**config.mk**
```make
export PLATFORM = sky130hd
export DESIGN_NAME = ascon_perm_ctrl
export DESIGN_NICKNAME = d
export VERILOG_FILES = /design/src/rtl/ascon_perm_pkg.sv /design/src/rtl/ascon_rot64.sv /design/src/rtl/ascon_perm_ctrl.sv
export SDC_FILE = /design/constraint.sdc
export NUM_CORES = 2
export LEC_CHECK = 0
export ABC_AREA = 1
export CAP_MARGIN = 15
export CORE_AREA = 8 8 369 371
export DETAILED_ROUTE_END_ITERATION = 12
export DIE_AREA = 0 0 377 379
export PLACE_DENSITY = 0.65
export SYNTH_ARGS = -nofsm -noshare
export SYNTH_HDL_FRONTEND = slang
export SYNTH_SLANG_ARGS = --single-unit
```
**constraint.sdc**
```tcl
create_clock -name g_clk -period 7.1 [get_ports g_clk]
set_clock_uncertainty 0.2 [all_clocks]
set_input_delay 0.71 -clock g_clk [delete_from_list [all_inputs] [get_ports g_clk]]
set_output_delay 0.71 -clock g_clk [all_outputs]
set_load 0.02 [all_outputs]
```
**src/rtl/ascon_perm_pkg.sv**
```systemverilog
// ascon_perm_pkg: shared types and constants for the Ascon permutation sequencer.
//   state_e      - sequencer states (IDLE/SBOX/LIN/DONE)
//   SBOX_TBL     - 5-bit Ascon S-box; index = {x0,x1,x2,x3,x4} bit-column, x0 in the MSB
//   ROT1/ROT2    - per-lane rotation pairs for the linear layer
//   round_const  - round constant for a given round index
//   LANE_W       - lane width (64)
//   NUM_ROUNDS   - full round count (12)
package ascon_perm_pkg;

  localparam int LANE_W     = 64;
  localparam int NUM_ROUNDS = 12;
  localparam int NUM_LANES  = 5;

  typedef enum logic [1:0] {
    ST_IDLE = 2'd0,
    ST_SBOX = 2'd1,
    ST_LIN  = 2'd2,
    ST_DONE = 2'd3
  } state_e;

  localparam logic [4:0] SBOX_TBL [32] = '{
    5'h04, 5'h0b, 5'h1f, 5'h14, 5'h1a, 5'h15, 5'h09, 5'h02,
    5'h1b, 5'h05, 5'h08, 5'h12, 5'h1d, 5'h03, 5'h06, 5'h1c,
    5'h1e, 5'h13, 5'h07, 5'h0e, 5'h00, 5'h0d, 5'h11, 5'h18,
    5'h10, 5'h0c, 5'h01, 5'h19, 5'h16, 5'h0a, 5'h0f, 5'h17
  };

  localparam logic [5:0] ROT1 [NUM_LANES] = '{6'd19, 6'd61, 6'd1, 6'd10, 6'd7};
  localparam logic [5:0] ROT2 [NUM_LANES] = '{6'd28, 6'd39, 6'd6, 6'd17, 6'd41};

  // Constant for round index idx: high nibble counts down from 0xf, low nibble counts up.
  function automatic logic [7:0] round_const(input logic [3:0] idx);
    return {4'hf - idx, idx};
  endfunction

endpackage

```
**src/rtl/ascon_rot64.sv**
```systemverilog
// ascon_rot64: combinational 64-bit rotate-right, log-shifter with stages 1/2/4/8/16/32.
//   din   in  64  value to rotate
//   shamt in  6   rotate-right amount
//   dout  out 64  din rotated right by shamt
module ascon_rot64 (
  input  logic [63:0] din,
  input  logic [5:0]  shamt,
  output logic [63:0] dout
);

  logic [63:0] s1, s2, s4, s8, s16;

  assign s1   = shamt[0] ? {din[0],     din[63:1]}  : din;
  assign s2   = shamt[1] ? {s1[1:0],    s1[63:2]}   : s1;
  assign s4   = shamt[2] ? {s2[3:0],    s2[63:4]}   : s2;
  assign s8   = shamt[3] ? {s4[7:0],    s4[63:8]}   : s4;
  assign s16  = shamt[4] ? {s8[15:0],   s8[63:16]}  : s8;
  assign dout = shamt[5] ? {s16[31:0],  s16[63:32]} : s16;

endmodule

```
**src/rtl/ascon_perm_ctrl.sv**
```systemverilog
// ascon_perm_ctrl: multi-cycle sequencer for the Ascon permutation p^n.
// Owns the 320-bit state, adds round constants, applies the S-box layer in one
// cycle and walks the linear layer lane by lane through a shared rotate unit.
//   g_clk       in  1    clock
//   g_resetn    in  1    async active-low reset
//   req_valid   in  1    request valid
//   req_ready   out 1    idle, request accepted on req_valid & req_ready
//   req_rounds  in  4    round count n (0 and 13..15 mean 12)
//   req_state   in  320  input state, x0 = [63:0] .. x4 = [319:256]
//   rsp_valid   out 1    result valid
//   rsp_ready   in  1    result accepted
//   rsp_state   out 320  state registers, same packing as req_state
//   busy        out 1    not idle
// Build option ASCON_PERM_DUAL_ROT_EN: two rotate units, one cycle per lane.
//
// state | meaning
// IDLE  | waiting for a request, req_ready=1
// SBOX  | add round constant to x2 and run the S-box layer
// LIN   | linear layer, one lane at a time (two phases per lane unless dual-rot)
// DONE  | result held on rsp_state until rsp_ready
module ascon_perm_ctrl
  import ascon_perm_pkg::*;
(
  input  logic         g_clk,
  input  logic         g_resetn,
  input  logic         req_valid,
  output logic         req_ready,
  input  logic [3:0]   req_rounds,
  input  logic [319:0] req_state,
  output logic         rsp_valid,
  input  logic         rsp_ready,
  output logic [319:0] rsp_state,
  output logic         busy
);

  localparam logic [3:0] RC_START_FULL = 4'd0;
  localparam logic [3:0] RC_LAST       = 4'(NUM_ROUNDS - 1);
  localparam logic [2:0] LANE_LAST     = 3'(NUM_LANES - 1);

  state_e              state_q, state_d;
  logic [LANE_W-1:0]   x_q [NUM_LANES];
  logic [LANE_W-1:0]   x_d [NUM_LANES];
  logic [2:0]          lane_q, lane_d;
  logic [3:0]          rc_idx_q, rc_idx_d;

  logic [3:0]          rc_start;
  logic [7:0]          rc_val;
  logic [LANE_W-1:0]   x2_rc;
  logic [LANE_W-1:0]   sb_x [NUM_LANES];
  logic [4:0]          sb_in, sb_out;
  logic [LANE_W-1:0]   lane_cur;
  logic [LANE_W-1:0]   rot_a;
  logic                lane_step;

  assign lane_cur = x_q[lane_q];

`ifdef ASCON_PERM_DUAL_ROT_EN
  logic [LANE_W-1:0]   rot_b;

  ascon_rot64 u_rot_a (.din(lane_cur), .shamt(ROT1[lane_q]), .dout(rot_a));
  ascon_rot64 u_rot_b (.din(lane_cur), .shamt(ROT2[lane_q]), .dout(rot_b));
`else
  logic                phase_q, phase_d;
  logic [LANE_W-1:0]   t_q, t_d;
  logic [5:0]          rot_amt;

  assign rot_amt = phase_q ? ROT2[lane_q] : ROT1[lane_q];

  ascon_rot64 u_rot (.din(lane_cur), .shamt(rot_amt), .dout(rot_a));
`endif

  // Out-of-range round counts fold to a full p12.
  always_comb begin
    rc_start = RC_START_FULL;
    if (req_rounds != 4'd0 && req_rounds <= 4'(NUM_ROUNDS))
      rc_start = 4'(NUM_ROUNDS) - req_rounds;
  end

  // Constant addition feeds straight into the S-box so SBOX is a single cycle.
  always_comb begin
    rc_val = round_const(rc_idx_q);
    x2_rc  = x_q[2] ^ {{(LANE_W-8){1'b0}}, rc_val};
    sb_in  = 5'd0;
    sb_out = 5'd0;
    sb_x   = x_q;
    for (int b = 0; b < LANE_W; b++) begin
      sb_in      = {x_q[0][b], x_q[1][b], x2_rc[b], x_q[3][b], x_q[4][b]};
      sb_out     = SBOX_TBL[sb_in];
      sb_x[0][b] = sb_out[4];
      sb_x[1][b] = sb_out[3];
      sb_x[2][b] = sb_out[2];
      sb_x[3][b] = sb_out[1];
      sb_x[4][b] = sb_out[0];
    end
  end

  always_comb begin
    state_d   = state_q;
    x_d       = x_q;
    lane_d    = lane_q;
    rc_idx_d  = rc_idx_q;
    lane_step = 1'b0;
`ifndef ASCON_PERM_DUAL_ROT_EN
    phase_d   = phase_q;
    t_d       = t_q;
`endif
    case (state_q)
      ST_IDLE: begin
        if (req_valid) begin
          for (int i = 0; i < NUM_LANES; i++)
            x_d[i] = req_state[i*LANE_W +: LANE_W];
          rc_idx_d = rc_start;
          lane_d   = 3'd0;
`ifndef ASCON_PERM_DUAL_ROT_EN
          phase_d  = 1'b0;
`endif
          state_d  = ST_SBOX;
        end
      end
      ST_SBOX: begin
        x_d     = sb_x;
        lane_d  = 3'd0;
`ifndef ASCON_PERM_DUAL_ROT_EN
        phase_d = 1'b0;
`endif
        state_d = ST_LIN;
      end
      ST_LIN: begin
        // Each lane only reads itself, so the in-place write is exact.
`ifdef ASCON_PERM_DUAL_ROT_EN
        x_d[lane_q] = lane_cur ^ rot_a ^ rot_b;
        lane_step   = 1'b1;
`else
        if (!phase_q) begin
          t_d     = rot_a;
          phase_d = 1'b1;
        end else begin
          x_d[lane_q] = lane_cur ^ t_q ^ rot_a;
          phase_d     = 1'b0;
          lane_step   = 1'b1;
        end
`endif
        if (lane_step) begin
          if (lane_q == LANE_LAST) begin
            lane_d   = 3'd0;
            rc_idx_d = rc_idx_q + 4'd1;
            state_d  = (rc_idx_q == RC_LAST) ? ST_DONE : ST_SBOX;
          end else begin
            lane_d = lane_q + 3'd1;
          end
        end
      end
      ST_DONE: begin
        if (rsp_ready)
          state_d = ST_IDLE;
      end
      default: state_d = ST_IDLE;
    endcase
  end

  always_ff @(posedge g_clk or negedge g_resetn) begin
    if (!g_resetn) begin
      state_q  <= ST_IDLE;
      lane_q   <= 3'd0;
      rc_idx_q <= 4'd0;
      for (int i = 0; i < NUM_LANES; i++)
        x_q[i] <= '0;
`ifndef ASCON_PERM_DUAL_ROT_EN
      phase_q  <= 1'b0;
      t_q      <= '0;
`endif
    end else begin
      state_q  <= state_d;
      lane_q   <= lane_d;
      rc_idx_q <= rc_idx_d;
      for (int i = 0; i < NUM_LANES; i++)
        x_q[i] <= x_d[i];
`ifndef ASCON_PERM_DUAL_ROT_EN
      phase_q  <= phase_d;
      t_q      <= t_d;
`endif
    end
  end

  assign req_ready = (state_q == ST_IDLE);
  assign rsp_valid = (state_q == ST_DONE);
  assign busy      = (state_q != ST_IDLE);
  assign rsp_state = {x_q[4], x_q[3], x_q[2], x_q[1], x_q[0]};

endmodule

```
==> reports/metrics.cfg <==
[outcome]
run_status=completed

[route]
routed_wirelength_mm=285
drt_first_iter_violations=9188
num_vias=66000
routed_wirelength_normalized_by_instance_count_um=25.7
route.antenna.remaining_nets=0
vias_per_cell=5.96
length_of_the_first_detailed_routing_pass_in_iterations=9
drc=0

[logic_synthesis]
yosys_register_bits=394
post-synth-top-area-fraction_pct=19.1
post_synth_top_area_cell=sky130_fd_sc_hd__dfrtp_1
synth.yosys.warnings=0
netlist-cell-type-count=42
synthesis.nets=9673
syn-instance-count=8973
synth_area_leaders=sky130_fd_sc_hd__dfrtp_1 (19%), sky130_fd_sc_hd__nand2_1 (19%), sky130_fd_sc_hd__nand3_1 (16%)
part_of_the_yosys_area_used_for_sequential_elements_pct=19.1
post_synth_instance_area_um2=51700
synth.avg_cell_area_um2=5.76

[clock_tree]
cts_clk_pin_slew_worst_paths_ns=0.06
root_buffer=sky130_fd_sc_hd__clkbuf_16
cts_setup_buffers=0
clock_sinks=394
clock_insertion_delay_worst_skew_ns=0.73
cts-htree-levels=2
cts_tree=yes
tritoncts.num_buffers=59
cts-root-to-sink-buffers=3
cts_resized=0

[critical_path]
crit_path_max_fanout=90
worst_setup_sp=lane_q[1]$_DFFE_PN0P_
critPathMaxStageDelay_ns=0.96
worst_ep_arrival_time_ns=5.78
cp_data_required_time_ns=7.54
critical-path-top-cell-by-count=sky130_fd_sc_hd__nand3_1
critical_path_endpoint_category=flip-flop
crit_path_start_kind=flip-flop
critical-path-slowest-cell=sky130_fd_sc_hd__dfrtp_4
timing.rr.start=lane_q[1]$_DFFE_PN0P_
critical_path.cell_chain=inv_1 -> ha_1 -> nand2_2 -> xor2_4 -> buf_12 -> inv_2 -> buf_4 -> nand3_1 -> nand3_1 -> nand3_1 -> nand3_1 -> nand3_1 -> nand3_1 -> nand3_1 -> nand2_1 -> nand2_1 -> nand2_1 -> nand2_1
setup.worst_path.class=flip-flop to flip-flop

[final_layout]
layout.cells.most_common_list=sky130_fd_sc_hd__nand2_1 (2572), sky130_fd_sc_hd__nand3_1 (1639), sky130_fd_sc_hd__nor2_1 (857), sky130_fd_sc_hd__inv_1 (748), sky130_fd_sc_hd__clkdlybuf4s50_1 (649)
stdcell_area_um2=61300
n_fill_cell=14000
design.final.nets=9953
layout-drive-gt1-share_pct=3.92
flow.area_growth_from_synthesis_pct=18.7
layout.cells.most_common=sky130_fd_sc_hd__nand2_1
multiInputGateArea_um2=36800
seqCellArea_um2=9870

[job]
cap_viol_max_count=0

[global_route]
grt.overflow.total=0
grt_start_max_net_pins=176
groute.usage.overall_pct=37.6
grt_first_pass_wirelength_mm=410
first_global_vias=60100
grt_antenna_before_repair=11

[sta]
setup_violations=0
holdWs_ns=0.349
finalCriticalPeriod_ns=5.33
final-max-slew-violation-count=0
period_share_pct=75.1
slew_hr_pct=11.1
grt_setup_unrepaired=false
setup_tns_ns=0
worst-slew-pin-transition_ns=1.33
hold_vio_cnt_final=0
max_freq_ghz=0.188

[die]
die-width_um=377
placeableCoreArea_um2=130000
num_io_pins=651
chipHeight_um=379
initial_util_pct=39.6
fp.dieArea_um2=143000
std_cell_rows=133

[placed_design]
place_area_um2=59100
place_congestion=1.12
placement.io_buffers=650
dp_hpwl_mm=207

[worst_hold_path]
worst_hold_start=state_q[1]$_DFFE_PN0P_
hold_class=flip-flop to flip-flop

[power_and_ir_drop]
cellLeakagePower_nw=30.8
power_per_cell_area_nw_per_um2=96.6
worst_ir_drop_vdd_v=0.000191

## per-stage QoR
stage               total power, mW  utilization [%]  std cells  setup WS, ns
floorplan                      2.29                -       8973          3.98
global placement               2.54             45.3      10900          2.05
detailed placement             2.55             45.3      10900          2.01
CTS                            5.96             47.0      11100          1.96
global route                   6.04             47.0      11100          1.57
finish                         5.92             47.0      11100          1.77
## registers in the layout (all words and copies together) (netlist names)
| signal | flops |
|---|---|
| rsp_state | 320 |
| t_q | 64 |
| rc_idx_q | 4 |
| lane_q | 3 |
| state_q | 2 |
| phase_q | 1 |
## path summary, 6_finish.rpt
path / slack, ns / depth (start not counted) / end
worst min register to register: 0.35 / 1 / state_q[1]$_DFFE_PN0P_
max in group asynchronous: 4.83 / 3 / rsp_state[130]$_DFFE_PN0P_
min in group asynchronous: 0.43 / 2 / rsp_state[89]$_DFFE_PN0P_
worst max register to register: 1.77 / 18 / rsp_state[183]$_DFFE_PN0P_
worst max-delay path: 1.77 / 18 / rsp_state[183]$_DFFE_PN0P_
worst min-delay path: 0.35 / 1 / state_q[1]$_DFFE_PN0P_
## where the power goes
part	leakage, nW	internal, mW	switching, mW
Sequential	4.51	2.25	0
Combinational	25.3	0.162	0.0940
Clock	1.05	2.07	1.35
Total	30.8	4.48	1.44
## cells by family after synthesis
family	Yosys count	share of synthesized area (%)
simple gates	5483	46.1
compound gates	1340	14.1
buf+inv	1280	9.87
flops	394	19.1
fa+ha+maj	372	9.01
xor+xnor	104	1.80
## synth_stat cells (all sizes together)
cell type,count
xor2,94
clkinv,1
dfrtp,394
nand3,1654
nand3b,57
a211oi,5
a221oi,3
nand4,127
inv,767
buf,177
ha,372
o211ai,77
o21ai,537
o22ai,20
a22oi,2
o21a,4
clkbuf,335
nand2,2581
a311oi,4
xnor2,10
or2,15
o31ai,45
o2111ai,37
nor2,925
a21oi,556
a31oi,50
nor3,124
## final cells by class
class                      count  share of cell area (%)
antenna                        6                  0.0245
clock buffer                  85                    2.80
clock inverter                26                   0.732
inverter                     768                    4.76
multi-input combinational   7299                    60.0
sequential                   394                    16.1
tap                         1755                    3.58
timing repair buffer         731                    12.0
## timing repair
item,CTS,global route
hold buffers,1,0
endpoints found under the setup margin,0,0
endpoints found under the hold margin,62,0
## critical path, delay by kind of cell (launching register included)
family | cells | cell delay, ns
xor+xnor | 1 | 0.21
simple gates | 12 | 2.18
fa+ha+maj | 1 | 0.37
buf+inv | 4 | 1.22
flops | 1 | 0.96
## layer usage
layer  global-route usage, %  vias up  share of wire, %
met5                       0        -             0.028
met2                    55.7     3991                42
met4                    19.6       10               6.1
met1                    50.1    31000                40
met3                    9.97      728                12
li1                        -    30300                 -
No activity file was read; power rests on OpenSTA's default activity.
